`src/rtl/pipeline_hazard.sv`:
```
// pipeline_hazard
// ---------------------------------------------------------------------------
// Decode-side hazard and bypass controller. Sits just upstream of the
// register-fetch/operand stage: it drives the register-file read addresses,
// decides each cycle whether the decoded instruction may issue, and
// registers the per-operand bypass selects, the immediate and the destination
// tag that the operand stage consumes during EXE. It tracks in-flight
// destination tags through EXE/MEM/WB and runs a HI/LO busy counter for the
// multiply/divide unit.
//
// Ports
//   clk, rst_n            clock (rising edge) / asynchronous active-low reset
//   ext_stall             downstream stall, freezes all pipeline tracking state
//   dec_valid             decode holds a valid instruction
//   dec_rs, dec_rt        source register indices
//   dec_use_rs/_rt        the operand is actually read
//   dec_use_imm           B operand is the sign-extended immediate
//   dec_imm               immediate field
//   dec_rd                destination index, 0 = no write
//   dec_is_load           instruction is a load
//   dec_is_mult/_div      instruction starts a multiply / divide
//   dec_reads_hilo        instruction reads HI or LO
//   rf_address_a/_b       register-file read addresses (= dec_rs / dec_rt)
//   rf_stall              ext_stall | hazard stall (combinational)
//   exe_valid             EXE holds a valid instruction
//   exe_a_bypass          0 = RF, 1 = mem_result, 2 = wb_result
//   exe_b_bypass          0 = RF, 1 = mem_result, 2 = wb_result, 3 = immediate
//   exe_instant_value     immediate carried into EXE
//   exe_rd/mem_rd/wb_rd   destination tags of the in-flight instructions
// ---------------------------------------------------------------------------
module pipeline_hazard #(
  parameter int unsigned MULT_CYCLES = 6,
  parameter int unsigned DIV_CYCLES  = 36
) (
  input  logic        clk,
  input  logic        rst_n,
  input  logic        ext_stall,
  input  logic        dec_valid,
  input  logic [4:0]  dec_rs,
  input  logic [4:0]  dec_rt,
  input  logic        dec_use_rs,
  input  logic        dec_use_rt,
  input  logic        dec_use_imm,
  input  logic [15:0] dec_imm,
  input  logic [4:0]  dec_rd,
  input  logic        dec_is_load,
  input  logic        dec_is_mult,
  input  logic        dec_is_div,
  input  logic        dec_reads_hilo,
  output logic [4:0]  rf_address_a,
  output logic [4:0]  rf_address_b,
  output logic        rf_stall,
  output logic        exe_valid,
  output logic [1:0]  exe_a_bypass,
  output logic [2:0]  exe_b_bypass,
  output logic [15:0] exe_instant_value,
  output logic [4:0]  exe_rd,
  output logic [4:0]  mem_rd,
  output logic [4:0]  wb_rd
);

  // Bypass select encodings.
  localparam logic [1:0] SEL_RF  = 2'd0;
  localparam logic [1:0] SEL_MEM = 2'd1;  // producer currently in EXE -> MEM next cycle
  localparam logic [1:0] SEL_WB  = 2'd2;  // producer currently in MEM -> WB next cycle
  localparam logic [2:0] SEL_IMM = 3'd3;

  localparam logic [5:0] MULT_LOAD = 6'(MULT_CYCLES);
  localparam logic [5:0] DIV_LOAD  = 6'(DIV_CYCLES);

  // Outcome of resolving one source operand against the in-flight tags.
  typedef struct packed {
    logic       load_use;
    logic       collision;
    logic [1:0] sel;
  } src_res_t;

  // ---------------------------------------------------------------------
  // State
  // ---------------------------------------------------------------------
  logic        exe_valid_q, exe_valid_d;
  logic        exe_load_q,  exe_load_d;
  logic [1:0]  exe_a_bypass_q, exe_a_bypass_d;
  logic [2:0]  exe_b_bypass_q, exe_b_bypass_d;
  logic [15:0] exe_imm_q, exe_imm_d;
  logic [4:0]  exe_rd_q, exe_rd_d;
  logic [4:0]  mem_rd_q, mem_rd_d;
  logic [4:0]  wb_rd_q,  wb_rd_d;
  logic [5:0]  hl_cnt_q, hl_cnt_d;

  // ---------------------------------------------------------------------
  // Hazard detection
  // ---------------------------------------------------------------------
  // Priority follows pipeline age: the youngest producer (EXE) wins. A match
  // against WB cannot be bypassed because the write lands on the same edge
  // as the read, so that case stalls one cycle and then reads the RF.
  function automatic src_res_t resolve(input logic       used,
                                       input logic [4:0] src,
                                       input logic [4:0] e_rd,
                                       input logic       e_load,
                                       input logic [4:0] m_rd,
                                       input logic [4:0] w_rd);
    src_res_t r;
    r = '0;
    if (used && (src != 5'd0)) begin
      if (src == e_rd) begin
        if (e_load) r.load_use = 1'b1;
        else        r.sel      = SEL_MEM;
      end else if (src == m_rd) begin
        r.sel = SEL_WB;
      end else if (src == w_rd) begin
        r.collision = 1'b1;
      end
    end
    return r;
  endfunction

  src_res_t res_a;
  src_res_t res_b;
  logic     hl_busy;
  logic     hz_stall;
  logic     advance;
  logic     issue;

  always_comb begin
    res_a = resolve(dec_valid & dec_use_rs, dec_rs,
                    exe_rd_q, exe_load_q, mem_rd_q, wb_rd_q);
    // With an immediate B operand, rt is not read and must not stall.
    res_b = resolve(dec_valid & dec_use_rt & ~dec_use_imm, dec_rt,
                    exe_rd_q, exe_load_q, mem_rd_q, wb_rd_q);

    hl_busy  = (dec_reads_hilo | dec_is_mult | dec_is_div) & (hl_cnt_q != 6'd0);
    hz_stall = dec_valid & (res_a.load_use  | res_b.load_use  |
                            res_a.collision | res_b.collision | hl_busy);

    advance = ~ext_stall;
    issue   = advance & ~hz_stall;
  end

  // ---------------------------------------------------------------------
  // Next-state logic
  // ---------------------------------------------------------------------
  // NOTE: every signal driven here is given a default first so no path
  // leaves it unassigned; that is what keeps this block free of latches.
  always_comb begin
    exe_valid_d    = exe_valid_q;
    exe_load_d     = exe_load_q;
    exe_a_bypass_d = exe_a_bypass_q;
    exe_b_bypass_d = exe_b_bypass_q;
    exe_imm_d      = exe_imm_q;
    exe_rd_d       = exe_rd_q;
    mem_rd_d       = mem_rd_q;
    wb_rd_d        = wb_rd_q;

    if (advance) begin
      // MEM and WB advance whether EXE takes the decode slot or a bubble.
      mem_rd_d = exe_rd_q;
      wb_rd_d  = mem_rd_q;

      if (issue) begin
        exe_valid_d    = dec_valid;
        exe_load_d     = dec_valid & dec_is_load;
        exe_rd_d       = dec_valid ? dec_rd : 5'd0;
        exe_a_bypass_d = res_a.sel;
        exe_b_bypass_d = (dec_valid && dec_use_imm) ? SEL_IMM : {1'b0, res_b.sel};
        exe_imm_d      = dec_imm;
      end else begin
        exe_valid_d    = 1'b0;
        exe_load_d     = 1'b0;
        exe_rd_d       = 5'd0;
        exe_a_bypass_d = SEL_RF;
        exe_b_bypass_d = 3'd0;
        exe_imm_d      = 16'd0;
      end
    end
  end

  // The HI/LO counter is not pipeline tracking state: it keeps counting
  // through both hazard and external stalls. It only loads on an edge where
  // the multiply/divide actually issues, which implies it is already zero.
  always_comb begin
    hl_cnt_d = hl_cnt_q;
    if (hl_cnt_q != 6'd0) hl_cnt_d = hl_cnt_q - 6'd1;
    if (issue && dec_valid) begin
      if (dec_is_div)       hl_cnt_d = DIV_LOAD;
      else if (dec_is_mult) hl_cnt_d = MULT_LOAD;
    end
  end

  // ---------------------------------------------------------------------
  // Registers
  // ---------------------------------------------------------------------
  // NOTE: sequential state uses non-blocking assignments so every flop
  // samples its pre-edge inputs regardless of statement order.
  always_ff @(posedge clk or negedge rst_n) begin
    if (!rst_n) begin
      exe_valid_q    <= 1'b0;
      exe_load_q     <= 1'b0;
      exe_a_bypass_q <= SEL_RF;
      exe_b_bypass_q <= 3'd0;
      exe_imm_q      <= 16'd0;
      exe_rd_q       <= 5'd0;
      mem_rd_q       <= 5'd0;
      wb_rd_q        <= 5'd0;
      hl_cnt_q       <= 6'd0;
    end else begin
      exe_valid_q    <= exe_valid_d;
      exe_load_q     <= exe_load_d;
      exe_a_bypass_q <= exe_a_bypass_d;
      exe_b_bypass_q <= exe_b_bypass_d;
      exe_imm_q      <= exe_imm_d;
      exe_rd_q       <= exe_rd_d;
      mem_rd_q       <= mem_rd_d;
      wb_rd_q        <= wb_rd_d;
      hl_cnt_q       <= hl_cnt_d;
    end
  end

  // ---------------------------------------------------------------------
  // Outputs
  // ---------------------------------------------------------------------
  assign rf_address_a      = dec_rs;
  assign rf_address_b      = dec_rt;
  assign rf_stall          = ext_stall | hz_stall;
  assign exe_valid         = exe_valid_q;
  assign exe_a_bypass      = exe_a_bypass_q;
  assign exe_b_bypass      = exe_b_bypass_q;
  assign exe_instant_value = exe_imm_q;
  assign exe_rd            = exe_rd_q;
  assign mem_rd            = mem_rd_q;
  assign wb_rd             = wb_rd_q;

endmodule
```
`config.mk`:
```
export PLATFORM = sky130hd
export DESIGN_NAME = pipeline_hazard
export DESIGN_NICKNAME = d
export VERILOG_FILES = /design/src/rtl/pipeline_hazard.sv
export SDC_FILE = /design/constraint.sdc
export NUM_CORES = 1
export LEC_CHECK = 0
export CORE_MARGIN = 3
export CORE_UTILIZATION = 47
export DETAILED_ROUTE_END_ITERATION = 6
export PLACE_DENSITY = 0.95
export SYNTH_ARGS = -nofsm -noshare
export SYNTH_HDL_FRONTEND = slang
export SYNTH_SLANG_ARGS = --single-unit
```
`constraint.sdc`:
```
create_clock -name clk -period 4.32 [get_ports clk]
set_clock_uncertainty 0.15 [all_clocks]
set_input_delay 0.432 -clock clk [delete_from_list [all_inputs] [get_ports clk]]
set_output_delay 0.432 -clock clk [all_outputs]
set_load 0.05 [all_outputs]
```
# After elaboration in Yosys (flattened, before gate mapping)
# Cells that the tools add are included.
dict set report totals {
  word_cells 68
  out_inout_bits 48
  ff_bits 44
  in_bits 42
}
dict set report op_classes {
  bitwise 17
  reduce_logical 7
  n_eq_ne 6
  addsub 1
  muxes 28
}
# cell count
set ops {}
lappend ops {{$eq A5 B5 Y1} 6}
lappend ops {{$mux W6} 4}
lappend ops {{$mux W16} 1}
lappend ops {{$mux W2} 7}
lappend ops {{$mux W1} 12}
lappend ops {{$mux W5} 2}
lappend ops {{$reduce_bool A5 Y1} 2}
lappend ops {{$mux W4} 2}
lappend ops {{$and A1 B1 Y1} 7}
lappend ops {{$or A1 B1 Y1} 7}
lappend ops {{$reduce_bool A6 Y1} 1}
lappend ops {{$sub A6 B1 Y6 const B} 1}
lappend ops {{$logic_and A1 B1 Y1} 4}
lappend ops {{$not A1 Y1} 3}

# Logic depth before layout (Yosys ltp)
# Gate-level depths: netlist of the first run.
dict set report depth {
  word_depth 14
  ltp_mapped 9
  mapped_depth_nobuf 8
}

# Worst setup path before layout of the first run
# Ideal clock, no wire load.
dict set report synth_path {
  kind {reg2out}
  startpoint {register exe_rd_q[0] (netlist: exe_rd[0])}
  endpoint {output rf_stall}
  stages_incl_launch_ff 8
  setup_slack_ns 1.432
  t_required_ns 3.738
  n_path_buf 1
  t_arrival_ns 2.306
  cell_sequence {dfrtp_1 xor2_1 nor3_1 nand3_1 o41a_1 a31oi_1 buf_6 or2_1}
}
dict set report synth_between {
  elab_chain_cells 9
  word_cells_on_any_way 14
  cone_classes {eq/ne (2); mux (6); bitwise (6)}
}
# element line_no
set synth_lines {}
lappend synth_lines {{from (decl)} 86} ;# logic [4:0] exe_rd_q, exe_rd_d;
lappend synth_lines {{from (signal assigned)} 212} ;# exe_rd_q <= exe_rd_d;
lappend synth_lines {{$eq A5 B5 Y1} 106} ;# if (src == e_rd) begin
lappend synth_lines {{$mux W1} 106}
lappend synth_lines {{$mux W4} 105} ;# if (used && (src != 5'd0)) begin
lappend synth_lines {{$or A1 B1 Y1 (2 in series)} 133} ;# hz_stall = dec_valid & (res_a.load_use | res_b.load_use |
lappend synth_lines {{$or A1 B1 Y1 * (2 in series)} 134} ;# res_a.collision | res_b.collision | hl_busy);
lappend synth_lines {{$and A1 B1 Y1 *} 133}
lappend synth_lines {{$or A1 B1 Y1 *} 224} ;# assign rf_stall = ext_stall | hz_stall;
lappend synth_lines {{to (decl)} 52} ;# output logic rf_stall,
# Mark *: on every way between the ends. The rest lies on a longest branch, timed or not.

# Worst setup path after layout of the first run
dict set report layout_path {
  startpoint {input dec_rs[2]}
  endpoint {output rf_stall}
}
dict set report layout_between {
  elab_chain_cells 10
  word_cells_on_any_way 16
  cone_classes {eq/ne (3); mux (5); bitwise (6); reduce/logical (2)}
}
# element line_no
set layout_lines {}
lappend layout_lines {{from (decl)} 39} ;# input logic [4:0] dec_rs,
lappend layout_lines {{$eq A5 B5 Y1} 111} ;# end else if (src == w_rd) begin
lappend layout_lines {{$mux W1} 111}
lappend layout_lines {{$mux W1} 109} ;# end else if (src == m_rd) begin
lappend layout_lines {{$mux W1} 106}
lappend layout_lines {{$mux W4 *} 105}
lappend layout_lines {{$or A1 B1 Y1 *} 133}
lappend layout_lines {{$or A1 B1 Y1 * (2 in series)} 134}
lappend layout_lines {{$and A1 B1 Y1 *} 133}
lappend layout_lines {{$or A1 B1 Y1 *} 224}
# Marks and branches as above.

==> results of run 1 <==
## registers in the layout, indices dropped and copies added, names as in the netlist
name,cells
exe_valid,1
wb_rd,5
mem_rd,5
exe_rd,5
exe_a_bypass,2
hl_cnt_q,6
exe_instant_value,16
exe_b_bypass,2
exe_load_q,1
## worst register-to-register path: stages, from the launching register on
cell and delay, ns:
sky130_fd_sc_hd__dfrtp_1 0.42, sky130_fd_sc_hd__inv_1 0.11, sky130_fd_sc_hd__ha_1 0.14, sky130_fd_sc_hd__nor2b_1 0.22, sky130_fd_sc_hd__nand2_1 0.19, sky130_fd_sc_hd__o21ai_0 0.17
sky130_fd_sc_hd__o41a_1 0.27, sky130_fd_sc_hd__and4_1 0.54, sky130_fd_sc_hd__a22o_1 0.22
## per-stage QoR
step	setup slack [ns]	util	hold slack (ns)	instances
floorplan	1.43	-	-0.0136	235
global placement	1.18	0.699	0.317	370
detailed placement	1.11	0.699	0.325	370
CTS	1.06	0.718	0.163	378
global route	1.00	0.718	0.205	378
finish	1.06	0.718	0.123	378
## power by group through the flow
stage                     logic (µW)  clock network [µW]  registers, µW
after global routing             545                 267            531
final                            499                 251            522
after CTS                        502                 256            522
after detailed placement         496                   0            529
after global placement           487                   0            525
after floorplan                  228                   0            626
## cell type report
type,count,area [µm²]
Clock buffer,6,72.6
Tap cell,65,81.3
Sequential cell,43,1080
Multi-Input combinational cell,167,1090
Inverter,5,18.8
Fill cell,326,1280
Timing Repair Buffer,90,901
Clock inverter,2,12.5
## kinds of logic after synthesis
group	Yosys count	share of synthesized area
XOR/XNOR	34	0.129
AND/OR/NAND/NOR	76	0.146
adder cells (fa/ha/maj)	2	0.0108
other	1	0.00162
AO/OA/AOI/OAI	44	0.134
flip-flops	43	0.466
multiplexers	10	0.0488
buffers and inverters	25	0.0639
## routing by layer
| metal | part of all wire | global-route usage | vias up | wire length (µm) |
|---|---|---|---|---|
| met4 | 0.0069 | 0.0580 | 0 | 43 |
| met1 | 0.39 | 0.274 | 953 | 2460 |
| met3 | 0.080 | 0.0449 | 8 | 496 |
| met5 | 0 | 0 | - | 0 |
| met2 | 0.52 | 0.404 | 85 | 3230 |
| li1 | - | - | 941 | - |
## worst paths after layout
| path | to | slack [ns] | depth (start not counted) |
|---|---|---|---|
| max in group asynchronous | exe_rd[1] | 3.32 | 1 |
| min in group clk | exe_instant_value[9] | 0.34 | 2 |
| max | rf_stall | 1.06 | 8 |
| min | exe_instant_value[15] | 0.12 | 1 |
| max reg2reg | hl_cnt_q[2] | 1.84 | 8 |
| min reg2reg | exe_instant_value[9] | 0.34 | 2 |
## placed cells by master (no fill, tap or decap), types with 3 or more instances in the layout
cell,n
sky130_fd_sc_hd__a211oi_1,3
sky130_fd_sc_hd__clkbuf_8,5
sky130_fd_sc_hd__mux2_2,10
sky130_fd_sc_hd__nand2_1,41
sky130_fd_sc_hd__nor3_1,9
sky130_fd_sc_hd__a22o_1,8
sky130_fd_sc_hd__a21oi_1,4
sky130_fd_sc_hd__clkdlybuf4s50_1,86
sky130_fd_sc_hd__nor2_1,10
sky130_fd_sc_hd__dfrtp_1,43
sky130_fd_sc_hd__xnor2_1,11
sky130_fd_sc_hd__xor2_1,23
sky130_fd_sc_hd__o21ai_0,16
sky130_fd_sc_hd__nand3_1,4
sky130_fd_sc_hd__inv_1,5
==> results, run 1 <==
- The kind of start point of the critical path is an input port.
- The cell area power density is 391 nW/µm².
- The number of setup violations in the final report is 0.
- Ranked by total cell area, the synthesized netlist is headed by sky130_fd_sc_hd__dfrtp_1 47%, sky130_fd_sc_hd__xor2_1 8.7%, sky130_fd_sc_hd__nand2_1 6.7%.
- The startpoint identified for the worst register-to-register timing path is hl_cnt_q[0].
- TritonCTS created 5 clock buffers.
- The global placer's final weighted congestion is 0.829.
- The count of hold-fix buffers inserted at cts is 0.
- In the global route stage, overall resource usage came out at 0.224.
- Of all nets on the critical path, the largest fanout is 5.
- The number of buffers between clock root and the deepest sink is 2.
- Power comes to 1270 µW.
- The sum of buffers and inverters on the critical path is 2.
- The area growth from synthesis to layout is 40.9%.
- The count of nets left with antenna violations once routing finished came out at 0.
- The total number of H-tree levels is 2.
- The half-perimeter wire length after placement is 4550 µm.
- The final max-slew violation count is 0.
- The average wire length per cell after detail routing is 16.5 µm.
- Clock-pin slew was measured on the worst setup and hold paths at 0.08 ns.
- The average size of a mapped cell is 9.83 µm².
- After technology mapping, the gate count stands at 235.
- The final layout contains 356 nets.
- The core footprint is 4530 µm².
- The share of synthesized area in the top cell type comes to 0.466.
- Of the available clock period, the critical path in the final layout requires 0.755.
- After detailed routing, the number of vias per cell comes to 5.26.
- After clock tree synthesis, the setup repair step added 0 buffers.
- For the worst setup path, the data required time is 3.74 ns.
- The placed cell area is 3170 µm².
- The final number of hold-violating endpoints is 0.
- The cell type of the slowest stage on the worst timing path is sky130_fd_sc_hd__or4_1.
- The flow ran to the end, and the final reports show no timing, DRC or antenna violations.
- The switching power is 487 µW.
- The total of buffers placed on input and output ports is 88.
- Among all flip-flop cells after synthesis, the most frequent one is sky130_fd_sc_hd__dfrtp_1.
- The area of the mapped netlist is 2310 µm².
- The tool flagged a number of max-cap violations equal to 0.
- The most area-hungry cell type in the Yosys netlist is sky130_fd_sc_hd__dfrtp_1.
- The CTS tree is done.
- The effective utilization at floorplan is 0.509.
- The post-cts sizing count is 0.
- The sequential cell fraction of total power is 0.411.
- The worst setup path is of the input port to output pin kind.
- The via total after detailed routing is 1987.
- The tree built by TritonCTS fans out to 43 sinks.
- The share of async-settable or async-resettable flops after synthesis is 1.00.
- The number of global-route vias before repair is 2129.
- Headroom to the max-slew limit came out at 0.382.
- For the pin with the worst max-slew slack, the measured transition is 0.925 ns.
- The synthesized design contains 43 register bits.
- The most frequent cell after synthesis is sky130_fd_sc_hd__dfrtp_1.
- The final period demand of the worst path is 3.26 ns.
- The share of total power dissipated in the clock network is 0.197.
- The first TritonRoute pass finished after 4 iterations.
- For the worst setup path, the data arrival time is 2.68 ns.
- Of the cells placed in the final design, the portion with a size suffix greater than 1 is 0.0863.
- 0 antenna diodes ended up in the layout.
- The cell sitting at the root of the clock tree is a sky130_fd_sc_hd__clkbuf_8.
- The distinct cell type count of the synthesized netlist is 38.
- The largest voltage drop on the vdd net is 200 µV.
- In this run the core area contains 24 standard-cell rows.
- After routing the design area is 3250 µm².
- The analysis attributes to cell leakage a power of 0.00142 µW.
- For this block, the initial DRC count from the detailed router was 131.
- The largest single stage delay on the critical path is 0.58 ns.
- The die height is 76.1 µm.
- In this run the worst hold path is classified as input port to async pin.
- Cell internal power was estimated by the tool at 784 µW.
- The worst setup path startpoint is dec_rs[2].
- The remaining routing DRC violations is 0.
- On the critical path the largest part of the delay comes from simple AND/OR/NAND/NOR gates.
- From left edge to right edge, the die measures 76.1 µm.
- The final layout contains routed wiring with a total length of 6220 µm.
- The final sum of negative setup slack is 0 ns.
- The number of antenna violations at the first check in global routing is 0.
- Entering global routing, the biggest net connects 44 pins.
- Global routing finished with a remaining overflow of 0.
- Of the total power, the share spent switching nets is 0.383.
- The number of flops mapped to enable cells by yosys is 0.
- Setup repair after global routing left no endpoint under its margin.
- The proportion of power drawn by combinational gates is 0.392.
- Clock latency on the worst-skew pair, taken at its later pin, is 0.30 ns.
- Static timing analysis puts the maximum clock frequency at 307 MHz.
- The count of yosys warnings during synthesis is 0.
- The full die area is 5790 µm².
- The kind of capture point of the worst setup path is an output pin.
- Sorting the synthesized cells by how often they occur yields 43 x sky130_fd_sc_hd__dfrtp_1, 41 x sky130_fd_sc_hd__nand2_1, 23 x sky130_fd_sc_hd__xor2_1.
- The net count of the mapped netlist is 279.
- The number of primary I/O pins is 90.
- The critical path goes through clkdlybuf4s50_1 -> or4_1 -> o211ai_2 -> a211oi_1 -> a22oi_2 -> a31oi_2 -> or2_1 -> buf_12.
- For this run, the register share of the synthesized area comes to 0.466.
- The first-pass GRT wire length is 10600 µm.
No activity file was read; power rests on OpenSTA's default activity.
==> inputs of run 2 (changes only) <==
- CORE_UTILIZATION: 47 -> 44
- PLACE_DENSITY: 0.95 -> 0.92
- clock period: 4.32 -> 3.25 ns (I/O delays scaled with it)
==> run 2 against run 1 <==
Power increased by 39%. Sequential power increased by 32%. Utilization decreased by 4.5 points. Register-to-register slack got worse by 1.0 ns. Worst hold slack got worse by 0.12 ns. Die area increased by 6.3%. Global-route usage decreased by 2.1 points. Wire length decreased by 5.2%. Non-clock buffer count increased by 3. Via count decreased by 0.20%.
==> results, run 2 (synthesized netlist as in run 1, its figures left out) <==
- The length in cells of the worst reg-to-reg path is 8 (unchanged).
- The start of the worst register-to-register path is hl_cnt_q[0] (unchanged).
- The total global routing overflow came to 0 (unchanged).
- The worst hold slack across all endpoints is 0.00110 ns (was 0.123 ns).
- The cell area power density was 537 nW/µm² (was 391 nW/µm²).
- The number of optimization iterations in the first detailed-route pass came to 4 (unchanged).
- The ratio of routed vias to standard cells is 5.18 (was 5.26).
- The flip-flop count of the largest register, all copies and words added was 16 (unchanged).
- The buffer cell driving the clock tree root is sky130_fd_sc_hd__clkbuf_8 (unchanged).
- The CTS buffer count is 5 (unchanged).
- The CTS tree is done (unchanged).
- The pin count of the biggest net entering global routing is 44 (unchanged).
- The actual transition at the worst max-transition pin is 0.910 ns (was 0.925 ns).
- The category of the most critical setup path is input port to output pin (unchanged).
- The die height is 78.5 µm (was 76.1 µm).
- The register clock-pin slew on the reported worst setup and hold paths came to 0.08 ns (about the same).
- The via total after detailed routing is 1983 (was 1987).
- The clock sink count is 43 (unchanged).
- Highest-count cells in the layout ignoring fill and taps: 85 x sky130_fd_sc_hd__clkdlybuf4s50_1, 43 x sky130_fd_sc_hd__dfrtp_1, 41 x sky130_fd_sc_hd__nand2_1 (was 86 x sky130_fd_sc_hd__clkdlybuf4s50_1, 43 x sky130_fd_sc_hd__dfrtp_1, 41 x sky130_fd_sc_hd__nand2_1).
- The number of nets still failing antenna checks after routing is 0 (unchanged).
- The sum of buffers and inverters on the critical path was 2 (unchanged).
- The largest voltage drop on the vdd net came to 293 µV (was 200 µV).
- The total of buffers placed on input and output ports is 88 (unchanged).
- The clock latency at the later pin of the worst-skew pair is 0.29 ns (was 0.30 ns).
- The placement row count is 25 (was 24).
- The share of the core filled with cells is 0.672 (was 0.718).
- The end point of the critical path was rf_stall (unchanged).
- The area growth from synthesis to layout is 43.0% (was 40.9%).
- The total setup buffers inserted after CTS is 0 (unchanged).
- Outcome: complete, no violations (unchanged).
- The minimum setup slack in the final design is 0.303 ns (was 1.06 ns).
- The core footprint is 4910 µm² (was 4530 µm²).
- The cell type of the slowest stage on the worst timing path is sky130_fd_sc_hd__or4_1 (unchanged).
- The post-cts sizing count is 0 (unchanged).
- The final max-slew violation count is 0 (unchanged).
- The kind of start point of the critical path is an input port (unchanged).
- CP cell instances: clkdlybuf4s50_1 -> or4_1 -> o211ai_2 -> a211oi_1 -> a22oi_2 -> a31oi_2 -> or2_1 -> buf_12 (unchanged).
- The remaining routing DRC violations was 0 (unchanged).
- The class of the worst hold path was input port to async pin (unchanged).
- The peak clock frequency supported by timing is 339 MHz.
- The half-perimeter wire length after placement is 4540 µm (was 4550 µm).
- The count of hold-fix buffers inserted at cts is 0 (unchanged).
- The full die area is 6150 µm² (was 5790 µm²).
- The antenna cell count came to 0 (unchanged).
- The maximum net fanout on the critical path came to 5 (unchanged).
- The headroom to the max-slew limit was 0.393 (was 0.382).
- The first-pass GRT wire length is 9940 µm (was 10600 µm).
- The critical path arrival is 2.47 ns (was 2.68 ns).
- The destination of the worst register-to-register timing path is hl_cnt_q[5] (was hl_cnt_q[2]).
- The worst slack after detailed placement is 0.300 ns (was 1.11 ns).
- The total wire length was 5900 µm (was 6220 µm).
- The total number of H-tree levels is 2 (unchanged).
- The share of the clock period used by the worst path after layout is 0.907.
- The final number of hold-violating endpoints is 0 (unchanged).
- The all-layer global routing usage came to 0.203 (was 0.224).
- The effective utilization at floorplan is 0.470 (was 0.509).
- The cell class contributing the biggest share of worst-path delay is simple AND/OR/NAND/NOR gates (unchanged).
- The number of nets in the final layout is 359 (was 356).
- The final sum of negative setup slack was 0 ns (unchanged).
- RSZ-0062 raised after global routing: no (unchanged).
- The number of primary I/O pins is 90 (unchanged).
- The setup slack of the most critical reg-to-reg path is 0.82 ns (was 1.84 ns).
- The initial DRC count is 67 (was 131).
- The longest individual stage delay on the worst path was 0.53 ns (was 0.58 ns).
- The count of placed standard cells including taps was 375 (was 370).
- The max-capacitance violation count is 0 (unchanged).
- The cell count along the critical path is 8 (unchanged).
- The number of buffers between clock root and the deepest sink was 2 (unchanged).
- The worst setup path startpoint is dec_rs[4] (was dec_rs[2]).
- The die boundary width is 78.5 µm (was 76.1 µm).
- The number of global-route vias before repair is 2053 (was 2129).
- The ratio of cells with drive above 1 in the final layout is 0.101 (was 0.0863).
- The number of standard cells in the layout, taps in and fillers out is 383 (was 378).
- The commonest non-fill, non-tap cell in the layout is sky130_fd_sc_hd__clkdlybuf4s50_1 (unchanged).
- The global placer's final weighted congestion is 0.847 (was 0.829).
- The critical path required time is 2.77 ns (was 3.74 ns).
- The final period demand of the worst path is 2.95 ns.
- The average wire length per cell after detail routing came to 15.4 µm (was 16.5 µm).
- The number of setup violations in the final report is 0 (unchanged).
- The kind of capture point of the worst setup path is an output pin (unchanged).
- The number of antenna violations at the first check in global routing is 0 (unchanged).
- The static leakage is 0.00145 µW (was 0.00142 µW).
[run 2: cell count changes in the layout (fill, tap and decap cells not counted)]
cell / delta
sky130_fd_sc_hd__bufinv_16: +1
sky130_fd_sc_hd__clkinvlp_4: -1
sky130_fd_sc_hd__buf_2: +1
sky130_fd_sc_hd__buf_4: +3
sky130_fd_sc_hd__clkbuf_1: -1
sky130_fd_sc_hd__clkinv_4: +1
sky130_fd_sc_hd__clkdlybuf4s50_1: -1
[run 2: worst min-delay path by stage]
stage / slack, ns / depth (start not counted) / endpoint
floorplan: -0.12 / 0 / exe_a_bypass[0]
finish: 0.001 / 1 / exe_rd[2]
global route: 0.09 / 1 / exe_rd[2]
global placement: 0.32 / 2 / exe_instant_value[12]
CTS: 0.05 / 1 / exe_instant_value[14]
detailed placement: 0.33 / 2 / exe_instant_value[10]
[run 2: area by class of cell]
cell class | count | area (µm²)
sequential | 43 | 1080
tap | 67 | 83.8
clock buffer | 5 | 68.8
multi-input combinational | 167 | 1090
inverter | 5 | 18.8
fill | 416 | 1610
timing repair buffer | 93 | 918
clock inverter | 3 | 43.8
[run 2: per-stage QoR]
| stage | total power, µW | cell area [µm²] |
|---|---|---|
| detailed placement | 1370 | 3190 |
| global route | 1870 | 3300 |
| finish | 1770 | 3300 |
| global placement | 1350 | 3190 |
| CTS | 1790 | 3300 |
| floorplan | 1140 | 2310 |
[run 2: routing by layer]
layer,GRT usage,vias to the layer above,share of wire
met5,0,-,0
met4,0.0437,0,0.0053
met3,0.0573,5,0.070
met2,0.342,71,0.50
met1,0.260,956,0.42
li1,-,951,-
[run 2: report_power, final]
group	leakage, µW	total, µW	internal, µW	switching [µW]
clock	0.0000581	412	229	183
combinational	0.000821	670	276	395
sequential	0.000568	690	617	73.1
[run 2: worst register-to-register path, cell delays in order (launching register included)]
cell and delay, ns:
sky130_fd_sc_hd__dfrtp_1 0.41, sky130_fd_sc_hd__inv_1 0.10, sky130_fd_sc_hd__ha_1 0.14, sky130_fd_sc_hd__nor2b_1 0.21, sky130_fd_sc_hd__nand2_1 0.18, sky130_fd_sc_hd__o21ai_0 0.17, sky130_fd_sc_hd__o41a_1 0.26, sky130_fd_sc_hd__and4_1 0.51
sky130_fd_sc_hd__a22o_1 0.22
